[src/rtl/trap_ctrl.sv]
// trap_ctrl: machine-mode trap/mret sequencer that drains the pipeline, writes trap CSRs and redirects fetch
module trap_ctrl #(
  parameter int XLEN        = 32,
  parameter int VECTORED_EN = 1
) (
  input  logic            clk,
  input  logic            rst,
  input  logic            exception_en,
  input  logic [XLEN-1:0] exception_code,
  input  logic [XLEN-1:0] pc,
  input  logic [XLEN-1:0] pc_next,
  input  logic [XLEN-1:0] inst_cur,
  input  logic            mret_en,
  input  logic [XLEN-1:0] mip_in,
  input  logic [XLEN-1:0] mie_in,
  input  logic [XLEN-1:0] mstatus_in,
  input  logic [XLEN-1:0] mtvec_in,
  input  logic [XLEN-1:0] mepc_in,
  input  logic            pipe_idle,
  output logic            stall_req,
  output logic            trap_active,
  output logic            csr_we,
  output logic [11:0]     csr_waddr,
  output logic [XLEN-1:0] csr_wdata,
  output logic            jmp_en,
  output logic [XLEN-1:0] jmp_pc,
  output logic            trap_ack
);
  typedef enum logic [2:0] {IDLE, FLUSH, W_MEPC, W_MCAUSE, W_MTVAL, W_MSTAT, MRET_ST, JUMP} state_t;
  state_t state_q, state_d;
  logic [XLEN-1:0] cause_q, cause_d, epc_q, epc_d, tval_q, tval_d, target_q, target_d;
  logic            is_int_q, is_int_d, mret_q, mret_d;
  logic [XLEN-1:0] pend, mstat_trap, mstat_mret, trap_target;
  logic            take_int;
  logic [4:0]      int_id;
  assign pend        = mip_in & mie_in;
  assign take_int    = mstatus_in[3] & (pend[11] | pend[3] | pend[7]);
  assign int_id      = pend[11] ? 5'd11 : pend[3] ? 5'd3 : 5'd7;
  assign mstat_trap  = {mstatus_in[XLEN-1:13], 2'b11, mstatus_in[10:8], mstatus_in[3], mstatus_in[6:4], 1'b0, mstatus_in[2:0]};
  assign mstat_mret  = {mstatus_in[XLEN-1:13], 2'b00, mstatus_in[10:8], 1'b1, mstatus_in[6:4], mstatus_in[7], mstatus_in[2:0]};
  // Vectored offset applies to interrupts only; modes 2'b10/2'b11 fall back to direct
  assign trap_target = {mtvec_in[XLEN-1:2], 2'b00} +
                       ((VECTORED_EN != 0 && is_int_q && mtvec_in[1:0] == 2'b01) ? {cause_q[XLEN-3:0], 2'b00} : '0);
  // State and latched trap context
  always_ff @(posedge clk) begin
    if (rst) begin
      state_q  <= IDLE;
      cause_q  <= '0;
      epc_q    <= '0;
      tval_q   <= '0;
      target_q <= '0;
      is_int_q <= 1'b0;
      mret_q   <= 1'b0;
    end else begin
      state_q  <= state_d;
      cause_q  <= cause_d;
      epc_q    <= epc_d;
      tval_q   <= tval_d;
      target_q <= target_d;
      is_int_q <= is_int_d;
      mret_q   <= mret_d;
    end
  end
  // Request arbitration in IDLE, then a fixed write sequence ending in a single redirect
  always_comb begin
    state_d  = state_q;
    cause_d  = cause_q;
    epc_d    = epc_q;
    tval_d   = tval_q;
    target_d = target_q;
    is_int_d = is_int_q;
    mret_d   = mret_q;
    case (state_q)
      IDLE: begin
        if (exception_en) begin
          state_d  = FLUSH;
          cause_d  = exception_code;
          epc_d    = pc;
          tval_d   = inst_cur;
          is_int_d = 1'b0;
          mret_d   = 1'b0;
        end else if (mret_en) begin
          state_d  = FLUSH;
          mret_d   = 1'b1;
        end else if (take_int) begin
          state_d  = FLUSH;
          cause_d  = {1'b1, (XLEN-1)'(int_id)};
          epc_d    = pc_next;
          tval_d   = '0;
          is_int_d = 1'b1;
          mret_d   = 1'b0;
        end
      end
      FLUSH:    state_d = pipe_idle ? (mret_q ? MRET_ST : W_MEPC) : FLUSH;
      W_MEPC:   state_d = W_MCAUSE;
      W_MCAUSE: state_d = W_MTVAL;
      W_MTVAL:  state_d = W_MSTAT;
      W_MSTAT: begin
        state_d  = JUMP;
        target_d = trap_target;
      end
      MRET_ST: begin
        state_d  = JUMP;
        target_d = mepc_in;
      end
      default:  state_d = IDLE;
    endcase
  end
  // Outputs decoded purely from the registered state
  always_comb begin
    stall_req   = state_q != IDLE;
    trap_active = state_q != IDLE;
    csr_we      = state_q inside {W_MEPC, W_MCAUSE, W_MTVAL, W_MSTAT, MRET_ST};
    csr_waddr   = state_q == W_MEPC   ? 12'h341 :
                  state_q == W_MCAUSE ? 12'h342 :
                  state_q == W_MTVAL  ? 12'h343 :
                  (state_q == W_MSTAT || state_q == MRET_ST) ? 12'h300 : 12'h000;
    csr_wdata   = state_q == W_MEPC   ? epc_q :
                  state_q == W_MCAUSE ? cause_q :
                  state_q == W_MTVAL  ? tval_q :
                  state_q == W_MSTAT  ? mstat_trap :
                  state_q == MRET_ST  ? mstat_mret : '0;
    jmp_en      = state_q == JUMP;
    trap_ack    = state_q == JUMP;
    jmp_pc      = state_q == JUMP ? target_q : '0;
  end
endmodule
[config.mk]
export PLATFORM = sky130hd
export DESIGN_NAME = trap_ctrl
export DESIGN_NICKNAME = d
export VERILOG_FILES = /design/src/rtl/trap_ctrl.sv
export SDC_FILE = /design/constraint.sdc
export NUM_CORES = 1
export LEC_CHECK = 0
export ABC_AREA = 1
export CAP_MARGIN = 25
export CORE_AREA = 3 3 146 148
export CTS_CLUSTER_SIZE = 30
export DETAILED_ROUTE_END_ITERATION = 16
export DIE_AREA = 0 0 149 151
export MAX_ROUTING_LAYER = met4
export PLACE_DENSITY = 0.88
export SETUP_SLACK_MARGIN = 0.2
export SKIP_CTS_REPAIR_TIMING = 1
export SYNTH_ARGS = -nofsm -noshare
export SYNTH_HDL_FRONTEND = slang
export SYNTH_SLANG_ARGS = --single-unit
[constraint.sdc]
create_clock -name clk -period 3.9 [get_ports clk]
set_input_delay 0.39 -clock clk [delete_from_list [all_inputs] [get_ports clk]]
set_output_delay 0.39 -clock clk [all_outputs]
set_load 0.05 [all_outputs]
==> results of run 1 <==
-- per-layer routing --
metal	track usage, %	routed length (um)
met1	34.65	13070
met4	11.81	1283
met3	5.057	2441
met2	47.36	15320
met5	-	0
-- per-stage QoR --
step	instances	total power [mW]	instance area, sq um	util, %
after global placement	2037	2.529	12410	61.53
after global routing	2073	4.384	13110	65.01
after CTS	2069	4.212	13040	64.66
after floorplan	1534	2.097	9074	-
final	2074	4.221	13110	65.02
after detailed placement	2038	2.548	12440	61.67
-- sequential cells by signal, indices dropped and copies added, names as in the netlist --
name,cells
epc_q,32
tval_q,32
state_q,3
mret_q,1
cause_q,32
is_int_q,1
target_q,32
-- kinds of logic (layout without fill, tap and decap cells) --
kind of cell,Yosys count,after routing
flip-flops,133,133
AO/OA/AOI/OAI,224,224
adder cells (fa/ha/maj),30,30
other,1,10
XOR/XNOR,8,8
AND/OR/NAND/NOR,842,842
buffers and inverters,290,557
-- power by group --
group	internal, mW	switching (mW)
registers	1.45	0.0473
logic	0.459	0.582
clock network	1.01	0.666
-- cell usage in the layout, fill, tap and decap left out, types with 2 or more instances in the layout --
cell type        netlist  final
nand2_1              601    601
clkdlybuf4s50_1        0    274
bufinv_16              0      3
a21oi_1              137    137
inv_2                  8      8
clkinvlp_4             0      2
o2111ai_1             26     26
ha_1                  29     29
conb_1                 1      7
nand4_1                7      7
clkinv_4               0      5
or2_2                  4      4
nor3_1                 2      2
a31oi_1                2      2
buf_4                 14     11
and2_1                 2      2
xnor2_1                5      5
dfxtp_1              133    133
nand2_4                2      2
clkbuf_16              0     17
o221ai_1               2      2
nor2_2                 2      3
buf_12                 0     32
o21bai_1               7      7
xor2_1                 3      3
buf_16                 0      3
o21ai_0               37     37
a211oi_2               2      2
o211ai_1               5      5
diode_2                0      3
nor2_1               115    114
nand3_1              100    100
inv_6                  0      3
inv_1                197    197
nand3b_1               5      5
-- area by class of cell --
class,count,share of cell area (%)
Antenna cell,3,0.05725
Clock buffer,18,3.273
Clock inverter,13,1.336
Inverter,206,5.896
Multi-Input combinational cell,1111,39.50
Sequential cell,133,20.30
Tap cell,270,2.576
Timing Repair Buffer,320,27.06
-- path summary, 6_finish.rpt --
path | startpoint | end | slack, ns | depth (start not counted)
worst max-delay path | state_q[0] | csr_wdata[31] | 0.54 | 10
worst min-delay path | rst | cause_q[24] | 0.17 | 2
worst max register to register | is_int_q | target_q[14] | 1.18 | 15
worst min register to register | cause_q[23] | cause_q[23] | 0.46 | 2
==> flow_summary_export.csv, run 1 <==
group,metric,value,unit
global_routing,grt-ovfl-total,0,
final_layout,multi_input_area,5180,sq um
timing,tns,0,ns
die,core,20170,sq um
timing,finalCritPeriodShare,86.14,%
status,status,"complete, no violations",
yosys,synthTopCellsByCount,"nand2_1 (601), inv_1 (197), a21oi_1 (137)",
detailed_routing,first_pass_iters,5,
worst_hold_path,hold_path_class,"in2reg",
yosys,synth_simple_gate_area_share,37.23,%
timing,finalSetupViolCount,0,
detailed_routing,antenna_left,0,
detailed_routing,vias,10540,
yosys,netlist_instances,1528,
critical_path,cp.arrival,2.97,ns
critical_path,cpMostUsedCell,"inv_2",
yosys,synth_top_family_by_area,"simple AND/OR/NAND/NOR gates",
timing,slew_headroom,30.37,%
cts,clk_pin_slew_worst_paths,0.06,ns
final_layout,seqCellArea,2663,sq um
yosys,syn_area,9051,sq um
critical_path,max_stage_delay,0.46,ns
global_routing,grt_max_degree,102,
cts,clock_sinks,133,
detailed_routing,wl,32120,um
yosys,syn_area_per_cell,5.924,sq um
timing,slew_viol_final,0,
yosys,yosys_warnings,0,
power_and_ir_drop,power.density,321.9,nW/um^2
yosys,synth_seq_cells,133,
global_routing,antenna_found_initial,2,
final_layout,nNetsFinal,2112,
global_routing,gr-usage-all-layers,28.61,%
timing,worst_clock_skew,0.01216,ns
critical_path,required,3.51,ns
final_layout,syn_to_final_growth,44.88,%
yosys,yosysSeqAreaShare,29.42,%
global_routing,grt_pass1_vias,10010,
die,floorplan.initialDensity,44.88,%
yosys,synth_area_leaders,"dfxtp_1 (29%), nand2_1 (25%), inv_1 (8.2%)",
critical_path,path_delay_family,"buffers and inverters",
yosys,synth-xor-area-share,0.7741,%
timing,hold_viol_final,0,
yosys,synth_top_area_cell,"dfxtp_1",
cts,root_buffer,"clkbuf_16",
critical_path,critical_path.max_fanout,80,
cts,clockBufferDepth,2,
die,placementRows,52,
placement,place_ws,0.6565,ns
critical_path,critPathKind,"reg2out",
cts,clock_latency,0.42,ns
die,io_pins,374,
yosys,synth_compound_area_share,14.53,%
cts,cts_tree,"done",
global_routing,grt_pass1_wl,50010,um
placement,dpl.hpwl,24470,um
yosys,synth_edf_count,0,
critical_path,path_buf_inv,4,
die,die_area,22500,sq um
critical_path,crit_path_top_delay_cell,"inv_2",
yosys,synth_most_common_cell,"nand2_1",
timing,layout_setup_ws,0.5405,ns
timing,holdWs,0.1702,ns
power_and_ir_drop,irDropWorstVdd,0.2490,mV
critical_path,startpoint_type,"flop",
detailed_routing,drc,0,
cts,cts_made_buffers,17,
yosys,synth_mux_area_share,0,%
critical_path,end_kind,"output port",
critical_path,crit_chain,"nor2_1 -> inv_2 -> nor2_2 -> inv_2 -> nand2_8 -> inv_2 -> nor2_1 -> a21oi_1 -> o221ai_1 -> buf_12",
yosys,async_flop_share,0,%
power_and_ir_drop,cellLeakagePower,5.740,nW
timing,clock.fmax,297.7,MHz
detailed_routing,viasPerCell,5.081,
die,fp.dieH,151,um
placement,globalplace.congestion,0.9154,
cts,h-tree-depth,4,
final_layout,nFillCells,1817,
final_layout,drive_gt1_share,5.497,%
yosys,synth_top_area_share,29.42,%
flow_run,drv_cap,0,
timing,timing.final.crit_period,3.360,ns
timing,grt_setup_unrepaired,"false",
die,fp.dieW,149,um
detailed_routing,detail_route.wl_per_cell,15.49,um
placement,io_buffers,306,
detailed_routing,first_iter_violations,826,
yosys,synth_fa_ha_area_share,4.230,%
yosys,ys_types,40,
yosys,synth_flop_cell,"dfxtp_1",
timing,worstMarginPinSlew,1.044,ns
Power figures use the tool's default switching activity.
==> run 2: changes to the inputs <==
- SLEW_MARGIN: not set -> 0
==> results of run 2 <==
No change in the layout: final DEF, timing and power equal those of run 1.
==> run 3: changes to the inputs <==
- SLEW_MARGIN: 0 -> not set
- TNS_END_PERCENT: not set -> 50
==> results of run 3 <==
No change in the layout: final DEF, timing and power equal those of run 1.
